File: config.mk
export PLATFORM = sky130hd
export DESIGN_NAME = dino_motion_controller
export DESIGN_NICKNAME = d
export VERILOG_FILES = /design/src/rtl/dino_motion_controller.sv
export SDC_FILE = /design/constraint.sdc
export NUM_CORES = 1
export LEC_CHECK = 0
export BUFFER_PORTS_ARGS = -buffer_cell sky130_fd_sc_hd__buf_2
export CORE_ASPECT_RATIO = 1.25
export CORE_UTILIZATION = 62
export CTS_CLUSTER_DIAMETER = 60
export DETAILED_ROUTE_END_ITERATION = 8
export GPL_ROUTABILITY_DRIVEN = 0
export PLACE_DENSITY = 0.87
export SLEW_MARGIN = 20
export SYNTH_ARGS = -nofsm -noshare
export SYNTH_HDL_FRONTEND = slang
export SYNTH_SLANG_ARGS = --single-unit
File: constraint.sdc
create_clock -name clk -period 5.1 [get_ports clk]
set_input_delay 1.275 -clock clk [delete_from_list [all_inputs] [get_ports clk]]
set_output_delay 1.275 -clock clk [all_outputs]
set_load 0.005 [all_outputs]
File: src/rtl/dino_motion_controller.sv
// Purpose: vertical motion state machine for the runner sprite (run, jump rise/fall, duck, dead).
// Latency: one frame tick -> outputs update on the same clk edge; game_over -> DEAD on the next edge.
// Backpressure: none; up/down are sampled only on the frame tick, outputs are always valid registers.
module dino_motion_controller #(
  parameter int DINO_X  = 50,
  parameter int GROUND  = 335,
  parameter int DINO_H  = 60,
  parameter int JUMP_V  = 14,
  parameter int GRAVITY = 1
) (
  input  logic        clk,
  input  logic        reset,
  input  logic        screenEnd,
  input  logic        up,
  input  logic        down,
  input  logic        game_over,
  output logic [31:0] dino_x,
  output logic [31:0] dino_y,
  output logic        airborne,
  output logic        ducking,
  output logic [15:0] jump_count
);

  localparam int          REST_Y   = GROUND - DINO_H;
  localparam logic [31:0] REST_Y_W = 32'(REST_Y);
  localparam logic [7:0]  JUMP_V_W = 8'(JUMP_V);
  localparam logic [7:0]  GRAV_W   = 8'(GRAVITY);

  typedef enum logic [2:0] {
    RUN  = 3'd0,
    RISE = 3'd1,
    FALL = 3'd2,
    DUCK = 3'd3,
    DEAD = 3'd4
  } state_t;

  state_t      state, state_n;
  logic [7:0]  vel, vel_n;
  logic [31:0] y_n;
  logic [15:0] jc_n;
  logic        air_n, duck_n;
  logic        screen_end_q;
  // Set once screenEnd has been seen low after reset, so a frame pulse that
  // straddles reset release cannot masquerade as a fresh rising edge.
  logic        armed;
  logic        tick;
  logic [31:0] fall_sum;
  logic [15:0] jc_sat_inc;

  assign dino_x = 32'(DINO_X);

  assign tick       = screenEnd & ~screen_end_q & armed;
  assign fall_sum   = dino_y + {24'd0, vel} + {24'd0, GRAV_W};
  assign jc_sat_inc = (jump_count == 16'hFFFF) ? jump_count : jump_count + 16'd1;

  // State and datapath registers; reset puts the sprite at rest on the ground.
  always_ff @(posedge clk or posedge reset) begin
    if (reset) begin
      state        <= RUN;
      dino_y       <= REST_Y_W;
      vel          <= '0;
      screen_end_q <= 1'b0;
      armed        <= 1'b0;
      jump_count   <= '0;
      airborne     <= 1'b0;
      ducking      <= 1'b0;
    end else begin
      state        <= state_n;
      dino_y       <= y_n;
      vel          <= vel_n;
      screen_end_q <= screenEnd;
      armed        <= armed | ~screenEnd;
      jump_count   <= jc_n;
      airborne     <= air_n;
      ducking      <= duck_n;
    end
  end

  // Next-state and motion update; game_over overrides and discards any tick.
  always_comb begin
    state_n = state;
    y_n     = dino_y;
    vel_n   = vel;
    jc_n    = jump_count;

    if (game_over) begin
      state_n = DEAD;
    end else if (tick) begin
      case (state)
        RUN: begin
          if (up) begin
            state_n = RISE;
            vel_n   = JUMP_V_W;
            jc_n    = jc_sat_inc;
          end else if (down) begin
            state_n = DUCK;
          end
        end
        RISE: begin
          // vel never exceeds the height already climbable, so no underflow.
          y_n = dino_y - {24'd0, vel};
          if (down || (vel <= GRAV_W)) begin
            state_n = FALL;
            vel_n   = '0;
          end else begin
            vel_n = vel - GRAV_W;
          end
        end
        FALL: begin
          if (fall_sum >= REST_Y_W) begin
            state_n = RUN;
            y_n     = REST_Y_W;
            vel_n   = '0;
          end else begin
            y_n   = fall_sum;
            vel_n = vel + GRAV_W;
          end
        end
        DUCK: begin
          y_n = REST_Y_W;
          if (down) begin
            state_n = DUCK;
          end else if (up) begin
            state_n = RISE;
            vel_n   = JUMP_V_W;
            jc_n    = jc_sat_inc;
          end else begin
            state_n = RUN;
          end
        end
        default: begin
          state_n = state;
        end
      endcase
    end

    // Flags follow the next state, but freeze at their entry value once dead.
    if (state_n == DEAD) begin
      air_n  = airborne;
      duck_n = ducking;
    end else begin
      air_n  = (state_n == RISE) || (state_n == FALL);
      duck_n = (state_n == DUCK);
    end
  end

endmodule

# [Yosys cells after proc, flatten, opt, wreduce, memory -nomap -nowiden]
# Cells that the tools add are included.
[word_totals] word_cells=60 input_bits=6 output_inout_bits=82 mem_bits_rw=0 romBits=0 latch_bits=0 register_bits=63 memories=0
[classes] n_reduce_logical=9 magnitude_cmp=2 bitwise_logic=6 muxes=20 addsub=6 n_shift=0 eq_ne=9 mul=0 n_div=0
[ops] op="32-bit case mux with 3 select lines" n=1
[ops] op="16-bit 2-to-1 mux" n=3
[ops] op="32-bit by 1-bit adder with 32-bit output, second input constant" n=1
[ops] op="32-bit by 8-bit adder with 32-bit output" n=1
[ops] op="32-bit by 9-bit greater-or-equal comparator with 1-bit output, second input constant" n=1
[ops] op="32-bit 2-to-1 mux" n=1
[ops] op="8-bit 2-to-1 mux" n=4
[ops] op="16-bit case mux with 2 select lines" n=1
[ops] op="8-bit case mux with 4 select lines" n=1
[ops] op="32-bit by 8-bit subtractor with 32-bit output" n=1
[ops] op="3-bit 2-to-1 mux" n=6
[ops] op="16-bit by 1-bit adder with 16-bit output, second input constant" n=1
[ops] op="16-bit equality test, second input constant" n=1
[ops] op="3-bit by 2-bit equality test with 1-bit output, second input constant" n=4
[ops] op="3-bit case mux with 4 select lines" n=1
[ops] op="8-bit by 1-bit adder with 8-bit output, second input constant" n=1
[ops] op="8-bit by 1-bit less-or-equal comparator with 1-bit output, second input constant" n=1
[ops] op="4-bit AND reduction" n=2
[ops] op="8-bit by 1-bit subtractor with 8-bit output, second input constant" n=1
[ops] op="3-bit by 1-bit equality test with 1-bit output, second input constant" n=2
[ops] op="4-bit nonzero test" n=1
[ops] op="3-bit equality test, second input constant" n=1
[ops] op="3-bit logical NOT" n=1
[ops] op="1-bit NOT" n=3
[ops] op="other kinds (9)" n=11

# [Logic depth before layout (Yosys ltp)]
# Gate-level depths: netlist of the first run.
[logic_depth] depth_word=9 depth_mapped=14 depth_no_buf=12

# [Least setup slack after synthesis of the first run]
# No wires, ideal clock.
[synth_timing] path_type="reg-to-reg" start="reg dino_y[0]" end="reg vel[6]" required_time_ns=5.023 setup_ns=0.077 slack_ns=1.714 synth_period_minus_slack_ns=3.386 n_path_buf=2 arrival_time_ns=3.309 stages_incl_launch_ff=15 cell_sequence="dfstp_2 inv_1 ha_1 fa_1 nor2_2 o311a_1 o22ai_2 buf_6 nor4_1 mux2i_2 o2111ai_2 nor4_4 buf_6 nand4_1 a21oi_1"
[synth_between] elab_chain_cells=5
[synth_rtl] element="start, declared" line="18" text="output logic [31:0] dino_y,"
[synth_rtl] element="start signal, assigned" line="69" text="dino_y <= y_n;"
[synth_rtl] element="32-bit by 8-bit adder with 32-bit output" line="53" text="assign fall_sum = dino_y + {24'd0, vel} + {24'd0, GRAV_W};"
[synth_rtl] element="32-bit by 1-bit adder with 32-bit output" line="53"
[synth_rtl] element="32-bit by 9-bit greater-or-equal comparator with 1-bit output" line="110" text="if (fall_sum >= REST_Y_W) begin"
[synth_rtl] element="8-bit 2-to-1 mux" line="110"
[synth_rtl] element="8-bit case mux with 4 select lines" line="89" text="case (state)"
[synth_rtl] element="end signal, assigned" line="70" text="vel <= vel_n;"
[synth_rtl] element="end, declared" line="38" text="logic [7:0] vel, vel_n;"
# Every way passes these cells.
# A chain may end at the register's enable or synchronous reset.

# [Worst setup path after layout of the first run]
[layout_timing] start="reg vel[0]" end="reg airborne"
[layout_between] elab_chain_cells=9 elab_cells_between_ends=14 cone_classes="add/sub (2); order compare (2); eq/ne (3); mux (5); reduce/logical (2)"
[layout_rtl] element="32-bit by 8-bit adder with 32-bit output" line="53"
[layout_rtl] element="32-bit by 1-bit adder with 32-bit output" line="53"
[layout_rtl] element="32-bit by 9-bit greater-or-equal comparator with 1-bit output" line="110"
[layout_rtl] element="3-bit 2-to-1 mux" line="110"
[layout_rtl] element="3-bit case mux with 4 select lines (*)" line="89"
[layout_rtl] element="3-bit 2-to-1 mux (*)" line="88" text="end else if (tick) begin"
[layout_rtl] element="3-bit 2-to-1 mux (*)" line="86" text="if (game_over) begin"
[layout_rtl] element="3-bit by 1-bit equality test with 1-bit output or 3-bit by 2-bit equality test with 1-bit output (tied branches)" line="142" text="air_n = (state_n == RISE) || (state_n == FALL);"
[layout_rtl] element="1-bit logical OR" line="142"
[layout_rtl] element="end signal, assigned" line="74" text="airborne <= air_n;"
[layout_rtl] element="end, declared" line="19" text="output logic airborne,"
# Every way passes the cells marked *; elsewhere a longest branch is shown, timed or not.

==> results.yml, run 1 <==
outcome:
  status: "completed"
setup_path:
  r2r_slack_ns: 0.85
  cp-start-kind: "flop"
  timing.critical_path.to: "airborne$_DFFE_PP0P_"
  reg2reg_depth: 12
  worstReg2RegEnd: "airborne$_DFFE_PP0P_"
  cp_data_required_time_ns: 5.37
  critPathKind: "flop to flop"
  worstPathMaxFanout: 15
  worstPathArrival_ns: 4.52
  critPathCaptureType: "flop"
  crit_start: "vel[0]$_DFFE_PP0P_"
  rr_startpoint: "vel[0]$_DFFE_PP0P_"
floorplanning:
  die_w_um: 85.1
  core_area_um2: 8290
  die_y_um: 106
  start_util: 0.645
  pin_count: 88
  die-area_um2: 9000
  num_rows: 37
synthesis:
  ys_warn_count: 0
  synthArstFlopShare: 1.00
  netlist_area_um2: 5350
  syn_area_per_cell_um2: 8.02
  synthCells: 667
  yosysTopAreaCellShare: 0.276
  ys_ff_latch: 63
  synthFlopType: "dfrtp_1"
  synth_cell_types: 85
  synth_top_cell_by_area: "dfrtp_1"
  synth_edf_count: 0
  ys_seq_area_frac: 0.296
  synthTopCellsByArea: "dfrtp_1 28%, o21ai_0 5.3%, buf_4 4.9%"
cells_and_area:
  antenna_cells: 0
  multi_input_area_um2: 3320
  drive_gt1_frac: 0.163
  nets: 729
  register_area_um2: 1580
  area_delta_synth_final_pct: 5.82
  nFillCells: 690
clocking:
  post_cts_resized: 0
  cts_tree: "built"
  numCtsBuffers: 9
  clock_latency_ns: 0.37
  postCtsHoldBufs: 0
  cts_setup_buffers: 0
  cts.sinks: 63
  cts-root-buf: "clkbuf_8"
  htreeDepth: 3
  clk_path_buf_depth: 2
  clkTransAtPathRegs_ns: 0.08
detailed_routing:
  drc: 0
  detail_route.iter0.violations: 465
  dr.pass1.iters: 6
  ant_nets: 0
  wl_um: 13800
  viasPerCell: 6.43
  vias: 5165
  wl_per_cell_um: 17.1
power:
  peakVddDrop_mv: 0.200
  power_density_nw_per_um2: 190
  cellLeakagePower_nw: 2.53
global_route:
  grt_pass1_wl_um: 22800
  grt_overflow: 0
  grtUsageTotal: 0.318
  antenna_found_initial: 0
  grt_pass1_vias: 4933
  grt_max_degree: 64
timing:
  worst_clock_skew_ns: 0.0137
  slew_headroom: 0.361
  hold_violations: 0
  slew_violations: 0
  worst_pin_slew_ns: 0.952
  clock.fmax_ghz: 0.235
  holdWs_ns: 0.479
  finalSetupTns_ns: 0
  rsz0062_at_grt: "false"
  finalSetupViolCount: 0
  finalCriticalPeriod_ns: 4.25
  finalCritPeriodShare: 0.833
job:
  maxCapViolCount: 0
hold_path:
  hold_class: "flop to flop"
  min_path_cells: 1
place:
  portBuffers: 55
  dp_hpwl_um: 9970
-- state kept, by name, summed over array words and instances (netlist names) --
signal,count
jump_count,16
airborne,1
armed,1
screen_end_q,1
state,3
ducking,1
vel,8
dino_y,32
-- worst max-delay path, stage by stage (launching register included) --
cell and delay, ns:
dfrtp_1 0.44, inv_1 0.17, ha_1 0.24, fa_1 0.27, nor2_2 0.08, o311a_1 0.33, or3_2 0.49, xnor2_1 0.14
o41ai_1 0.47, nand3_2 0.24, nor4_4 0.84, o21ai_2 0.18, o31ai_1 0.26
-- synth_stat cells, types with 3 or more instances --
cell      count
inv_1        28
mux2i_1       3
a211oi_1      3
o41ai_1       3
a32o_1        3
nand2b_1      5
o31ai_1       9
xnor2_1      22
o211ai_1      5
and3_1       11
buf_6         4
dfrtp_1      59
xor2_1        9
a21oi_1      34
nor4b_1       5
nor2b_1      11
ha_1         20
nor4_1        8
nor3_1       26
nand4_1      10
a31oi_1      15
clkbuf_1     23
nand3_1      36
dfstp_2       4
buf_4        35
nand2_1      56
nor2_1       69
a21boi_0      4
or3_1        10
and2_1        9
o21ai_0      57
o21a_1        5
-- worst min path at each step --
| stage | start | end | slack [ns] |
|---|---|---|---|
| finish | armed$_DFF_PP0_ | armed$_DFF_PP0_ | 0.48 |
| global route | armed$_DFF_PP0_ | armed$_DFF_PP0_ | 0.52 |
| CTS | armed$_DFF_PP0_ | armed$_DFF_PP0_ | 0.48 |
| detailed placement | armed$_DFF_PP0_ | armed$_DFF_PP0_ | 0.46 |
| global placement | armed$_DFF_PP0_ | armed$_DFF_PP0_ | 0.45 |
| floorplan | armed$_DFF_PP0_ | armed$_DFF_PP0_ | 0.44 |
-- cell families (layout without fill, tap and decap cells) --
group                    Yosys count  in the layout  share of synthesized area
AO/OA/AOI/OAI                    175            175                      0.222
XOR/XNOR                          31             31                     0.0508
adder cells (fa/ha/maj)           22             22                     0.0543
buffers and inverters             96            105                      0.104
flip-flops                        63             63                      0.296
multiplexers                       6              6                     0.0124
other                              2             32                    0.00140
AND/OR/NAND/NOR                  272            272                      0.259
-- power breakdown --
group          internal (mW)  switching [mW]  leakage (nW)
clock                  0.254           0.213         0.107
combinational         0.0319          0.0629          1.63
sequential             0.506         0.00994         0.799
-- cell usage in the layout (no fill, tap or decap), drive strengths merged, types with 3 or more instances in the layout --
master,instances
nor2,71
buf,61
dfrtp,59
o21ai,58
nand2,56
nand3,37
a21oi,35
conb,32
inv,29
nor3,26
xnor2,22
ha,20
a31oi,15
nor2b,12
clkbuf,12
or3,12
and3,11
nand4,11
o31ai,10
and2,9
xor2,9
nor4,9
nand2b,6
o211ai,6
o21a,5
nor4b,5
a21boi,4
dfstp,4
mux2i,4
a211oi,4
a211o,4
a32o,3
o41ai,3
a21o,3
o311ai,3
-- cell type report --
type | instances | area share
Clock buffer | 12 | 0.0274
Clock inverter | 4 | 0.00928
Inverter | 28 | 0.0186
Multi-Input combinational cell | 538 | 0.587
Sequential cell | 63 | 0.279
Tap cell | 97 | 0.0214
Timing Repair Buffer | 61 | 0.0566
-- metrics by stage --
step                utilization  total power, mW  worst slack [ns]  instance area (um2)  std cells
floorplan                     -            0.611              1.71                 5460        697
detailed placement        0.658            0.618             0.922                 5450        787
global placement          0.658            0.614              1.14                 5450        787
finish                    0.683             1.08             0.853                 5660        803
global route              0.683             1.12             0.553                 5660        803
CTS                       0.683             1.08             0.902                 5660        803
-- routing by layer --
layer,wire length [um],track usage
met1,5300,0.367
met2,6760,0.537
met4,692,0.200
met5,0,0
met3,1020,0.0619
Power figures use the tool's default switching activity.
==> run 2, diff against run 1 <==
--- a/config.mk
+++ b/config.mk
@@ -7,11 +7,11 @@
 export LEC_CHECK = 0
 export BUFFER_PORTS_ARGS = -buffer_cell sky130_fd_sc_hd__buf_2
 export CORE_ASPECT_RATIO = 1.25
-export CORE_UTILIZATION = 62
+export CORE_UTILIZATION = 52
 export CTS_CLUSTER_DIAMETER = 60
 export DETAILED_ROUTE_END_ITERATION = 8
 export GPL_ROUTABILITY_DRIVEN = 0
-export PLACE_DENSITY = 0.87
+export PLACE_DENSITY = 0.77
 export SLEW_MARGIN = 20
 export SYNTH_ARGS = -nofsm -noshare
 export SYNTH_HDL_FRONTEND = slang
==> constraint.sdc (replaced) <==
create_clock -name clk -period 3.5 [get_ports clk]
set_input_delay 0.875 -clock clk [delete_from_list [all_inputs] [get_ports clk]]
set_output_delay 0.875 -clock clk [all_outputs]
set_load 0.005 [all_outputs]
==> run 2 against run 1 <==
Cell count up 8.1%. Critical path type unchanged. Global-route usage down 2.1 points. Maximum frequency up 25%. Design area up 9.4%. Register-to-register slack worse by 0.74 ns. Flip-flop and latch count unchanged. Sequential share of layout area down 2.4 points. Largest power group is now the clock network. Routed wire length up 14%. Utilization down 6.7 points. First-iteration DRC count down 6.5%. Worst hold slack worse by 0.016 ns.
==> results.yml, run 2 (synthesis gave the netlist of run 1 again) <==
setup_path:
  worstPathArrival_ns: 3.65
  cp-start-kind: "flop"
  critPathKind: "flop to flop"
  critPathCaptureType: "flop"
  r2r_slack_ns: 0.11
  worstPathMaxFanout: 7
  cp_data_required_time_ns: 3.76
cells_and_area:
  top_register: "dino_y"
  largest_register_ffs: 32
  nFillCells: 902
  instances_no_fill: 868
  area_delta_synth_final_pct: 15.8
  nets: 762
  multi_input_area_um2: 3440
  final_cell_mix: "66 x nor2_1, 59 x dfrtp_1, 56 x o21ai_0, 56 x nand2_1, 55 x buf_2"
  drive_gt1_frac: 0.225
  antenna_cells: 0
  reg.largest.list: "dino_y: 32 flops, jump_count: 16 flops, vel: 8 flops"
  register_area_um2: 1580
  fin_util: 0.616
  final_common_cell: "nor2_1"
timing:
  worst_clock_skew_ns: 0.00912
  hold_violations: 0
  clock.fmax_ghz: 0.295
  finalSetupViolCount: 0
  worst_pin_slew_ns: 0.990
  finalCriticalPeriod_ns: 3.39
  finalCritPeriodShare: 0.969
  slew_violations: 0
  slew_headroom: 0.340
clocking:
  clk_path_buf_depth: 2
  clock_latency_ns: 0.34
  cts-root-buf: "clkbuf_16"
  numCtsBuffers: 9
  clkTransAtPathRegs_ns: 0.06
  htreeDepth: 3
  cts_tree: "built"
  cts.sinks: 63
power:
  clkPwrFrac: 0.504
  p_sw_frac: 0.246
  power_density_nw_per_um2: 298
  pwr-share-seq: 0.407
  p_int_mw: 1.39
  cellLeakagePower_nw: 2.77
  switchingPower_uw: 453
  power_frac_comb: 0.089
  peakVddDrop_mv: 0.235
job:
  maxCapViolCount: 0
detailed_routing:
  ant_nets: 0
  dr.pass1.iters: 5
  viasPerCell: 6.20
  wl_per_cell_um: 18.1
  drc: 0
  wl_um: 15700
  vias: 5381
  detail_route.iter0.violations: 435
global_route:
  grt_pass1_vias: 5119
  grt_max_degree: 43
  antenna_found_initial: 0
  grt_pass1_wl_um: 24900
  grtUsageTotal: 0.298
  grt_overflow: 0
floorplanning:
  start_util: 0.532
  die_w_um: 92.7
  num_rows: 41
  pin_count: 88
  core_area_um2: 10100
  die-area_um2: 10700
  die_y_um: 115
place:
  dp_hpwl_um: 11100
  placedCellCount: 847
  portBuffers: 55
outcome:
  status: "completed"
hold_path:
  hold_class: "flop to flop"
==> run 2: changes by cell type in the layout (fill, tap and decap cells not counted), sizes merged <==
| cell | delta |
|---|---|
| buf | +31 |
| clkbuf | +1 |
| o22ai | +1 |
==> run 2: cell type report <==
| class | count | area share |
|---|---|---|
| Multi-Input combinational cell | 539 | 0.556 |
| Inverter | 28 | 0.0170 |
| Clock inverter | 4 | 0.00849 |
| Sequential cell | 63 | 0.255 |
| Tap cell | 129 | 0.0261 |
| Clock buffer | 12 | 0.0414 |
| Timing Repair Buffer | 93 | 0.0954 |
==> run 2: critical path, cell delays in order, from the launching register on <==
cell       delay, ns
dfstp_2         0.37
inv_1           0.10
ha_2            0.22
fa_2            0.22
nor2_2          0.05
o311a_4         0.35
or3_2           0.50
xnor2_1         0.15
o41ai_2         0.31
nand3_2         0.19
nor4_4          0.33
buf_4           0.19
clkbuf_16       0.14
o21a_1          0.13
o31ai_1         0.07
==> run 2: power by group through the flow <==
stage          Sequential [mW]  Clock (mW)  Combinational (mW)
6_report                 0.751       0.929               0.164
5_1_grt                  0.752       0.972               0.182
4_1_cts                  0.751       0.944               0.154
3_5_place_dp             0.763           0               0.153
3_3_place_gp             0.763           0               0.147
2_1_floorplan            0.760           0               0.130
==> run 2: final timing paths <==
check / to / startpoint / cells past startpoint
worst max-delay path: dino_y[8]$_DFFE_PP1P_ / dino_y[0]$_DFFE_PP1P_ / 14
min in group asynchronous: ducking$_DFFE_PP0P_ / reset / 2
worst max register to register: dino_y[8]$_DFFE_PP1P_ / dino_y[0]$_DFFE_PP1P_ / 14
max in group asynchronous: dino_y[15]$_DFFE_PP0P_ / reset / 3
worst min register to register: armed$_DFF_PP0_ / armed$_DFF_PP0_ / 1
worst min-delay path: armed$_DFF_PP0_ / armed$_DFF_PP0_ / 1
==> run 2: layer usage <==
metal  global-route usage  share of wire
met5                    0              0
met4                0.178          0.058
met3               0.0602          0.070
met2                0.501           0.49
met1                0.351           0.38
==> run 2: metrics by stage <==
step | setup WS, ns | hold WS (ns) | setup TNS [ns] | area (um2) | power [mW]
6_report | 0.108 | 0.463 | 0 | 6190 | 1.84
5_1_grt | -0.0476 | 0.484 | -0.139 | 6190 | 1.91
4_1_cts | 0.0339 | 0.468 | 0 | 6040 | 1.85
3_5_place_dp | -0.0520 | 0.456 | -0.0520 | 5720 | 0.916
3_3_place_gp | 0.0722 | 0.452 | 0 | 5720 | 0.910
2_1_floorplan | 0.114 | 0.435 | 0 | 5460 | 0.890
==> run 2: repair_timing <==
action,in CTS,in global routing
cloned,0,2
hold buffers,0,0
setup buffers,0,3
setup endpoints to repair,8,28
pin swaps,0,7
resized for setup,2,19
==> run 3, diff against run 2 <==
--- a/config.mk
+++ b/config.mk
@@ -11,6 +11,7 @@
 export CTS_CLUSTER_DIAMETER = 60
 export DETAILED_ROUTE_END_ITERATION = 8
 export GPL_ROUTABILITY_DRIVEN = 0
+export MAX_ROUTING_LAYER = met4
 export PLACE_DENSITY = 0.77
 export SLEW_MARGIN = 20
 export SYNTH_ARGS = -nofsm -noshare
==> run 3 against run 2 <==
Maximum frequency increased by 0.28%. Cell count did not move. Worst setup slack better by 0.0094 ns. Combinational power about the same. Flip-flop and latch count stayed put. Design area unchanged. Total power rose by 0.13%. Largest power group unchanged.
==> results.yml, run 3 (synthesis gave the netlist of run 1 again) <==
cells_and_area:
  fin_util: 0.616
  final_cell_mix: "66 x nor2_1, 59 x dfrtp_1, 56 x o21ai_0, 56 x nand2_1, 55 x buf_2"
  largest_register_ffs: 32
  top_register: "dino_y"
  reg.largest.list: "dino_y: 32 flops, jump_count: 16 flops, vel: 8 flops"
  drive_gt1_frac: 0.225
  area_delta_synth_final_pct: 15.8
  nets: 762
  final_common_cell: "nor2_1"
  antenna_cells: 0
detailed_routing:
  dr.pass1.iters: 5
  wl_per_cell_um: 18.1
  wl_um: 15700
  viasPerCell: 6.23
  drc: 0
  vias: 5409
  ant_nets: 0
  detail_route.iter0.violations: 414
timing:
  worst_pin_slew_ns: 0.982
  finalSetupTns_ns: 0
  hold_violations: 0
  finalSetupViolCount: 0
  finalCriticalPeriod_ns: 3.38
  slew_headroom: 0.345
  worst_clock_skew_ns: 0.00990
  finalCritPeriodShare: 0.967
  clock.fmax_ghz: 0.296
  setup_slack_ns: 0.117
  slew_violations: 0
clocking:
  clkTransAtPathRegs_ns: 0.06
  clock_latency_ns: 0.34
  cts-root-buf: "clkbuf_16"
  numCtsBuffers: 9
  clk_path_buf_depth: 2
  cts.sinks: 63
  htreeDepth: 3
  cts_tree: "built"
  postCtsHoldBufs: 0
setup_path:
  critPathCaptureType: "flop"
  cp_data_required_time_ns: 3.76
  critPathKind: "flop to flop"
  cp_slowest_cell: "or3_2"
  rr_startpoint: "vel[0]$_DFFE_PP0P_"
  crit_start: "vel[0]$_DFFE_PP0P_"
  worstPathArrival_ns: 3.64
  cp-start-kind: "flop"
  max_stage_delay_ns: 0.50
  cp_cell_sequence: "inv_1 -> ha_2 -> fa_2 -> nor2_2 -> o311a_4 -> or3_2 -> xnor2_1 -> o41ai_2 -> nand3_2 -> nor4_4 -> buf_4 -> clkbuf_16 -> o21a_1 -> o31ai_1"
  worstPathMaxFanout: 7
power:
  clkPwrFrac: 0.504
  switchingPower_uw: 456
  power_frac_comb: 0.089
  pwr-share-seq: 0.407
  p_int_mw: 1.39
  cellLeakagePower_nw: 2.77
  p_sw_frac: 0.247
  peakVddDrop_mv: 0.235
  power_density_nw_per_um2: 298
floorplanning:
  core_area_um2: 10100
  die_w_um: 92.7
  die-area_um2: 10700
  pin_count: 88
  num_rows: 41
  die_y_um: 115
  start_util: 0.532
global_route:
  grt_pass1_vias: 5113
  antenna_found_initial: 0
  grt_pass1_wl_um: 24900
  grt_max_degree: 43
  grt_overflow: 0
  grtUsageTotal: 0.308
hold_path:
  hp-start: "armed$_DFF_PP0_"
  hold_class: "flop to flop"
job:
  maxCapViolCount: 0
place:
  portBuffers: 55
  preCtsSetupSlack_ns: -0.0520
  dp_hpwl_um: 11100
outcome:
  status: "completed"
## run 3: cell counts in the layout (fill, tap and decap cells not counted)
No cell type changed its count.
## run 3: power groups by stage
stage,clock network [mW],logic (mW),registers (mW)
6_report,0.931,0.164,0.751
5_1_grt,0.973,0.182,0.752
4_1_cts,0.944,0.154,0.751
3_5_place_dp,0,0.153,0.763
3_3_place_gp,0,0.147,0.763
2_1_floorplan,0,0.130,0.760
## run 3: metrics by stage
| step | hold WS, ns | total power [mW] | cell area (um2) | cells |
|---|---|---|---|---|
| after floorplan | 0.435 | 0.890 | 5460 | 697 |
| after CTS | 0.468 | 1.85 | 6040 | 863 |
| after global routing | 0.484 | 1.91 | 6190 | 868 |
| after global placement | 0.452 | 0.910 | 5720 | 847 |
| after detailed placement | 0.456 | 0.916 | 5720 | 847 |
| final | 0.463 | 1.85 | 6190 | 868 |
## run 3: critical path: cells and delay by family (launching register included)
family                     cells  cell delay, ns
xor gates and xnor gates       1            0.15
adders and majority gates      2            0.43
DFF                            1            0.37
buffers and inverters          3            0.42
and+or+nand+nor                4            1.06
AOI/OAI and AO/OA              4            0.86
## run 3: final cells by class
type / count / area [um2]
Multi-Input combinational cell: 539 / 3440
Inverter: 28 / 105
Clock inverter: 4 / 52.6
Timing Repair Buffer: 93 / 591
Sequential cell: 63 / 1580
Clock buffer: 12 / 256
Fill cell: 902 / 3860
Tap cell: 129 / 161
## run 3: final timing paths
kind / cells past startpoint / slack (ns) / end
worst max-delay path: 14 / 0.12 / dino_y[8]$_DFFE_PP1P_
worst min-delay path: 1 / 0.46 / armed$_DFF_PP0_
worst max register to register: 14 / 0.12 / dino_y[8]$_DFFE_PP1P_
worst min register to register: 1 / 0.46 / armed$_DFF_PP0_
max in group asynchronous: 3 / 1.93 / dino_y[9]$_DFFE_PP0P_
min in group asynchronous: 2 / 0.76 / ducking$_DFFE_PP0P_
## run 3: per-layer routing
layer  track usage  vias up  wire length (um)
li1              -     2463                 -
met1         0.354     2556              5980
met2         0.504      303              7670
met3        0.0430       87              1110
met4         0.197        0               967
met5             -        -                 0
## run 3: what timing repair did
| action | CTS | global route |
|---|---|---|
| setup buffers | 0 | 3 |
| cloned | 0 | 2 |
| pin swaps | 0 | 7 |
| setup endpoints to repair | 8 | 28 |
| resized for setup | 2 | 19 |
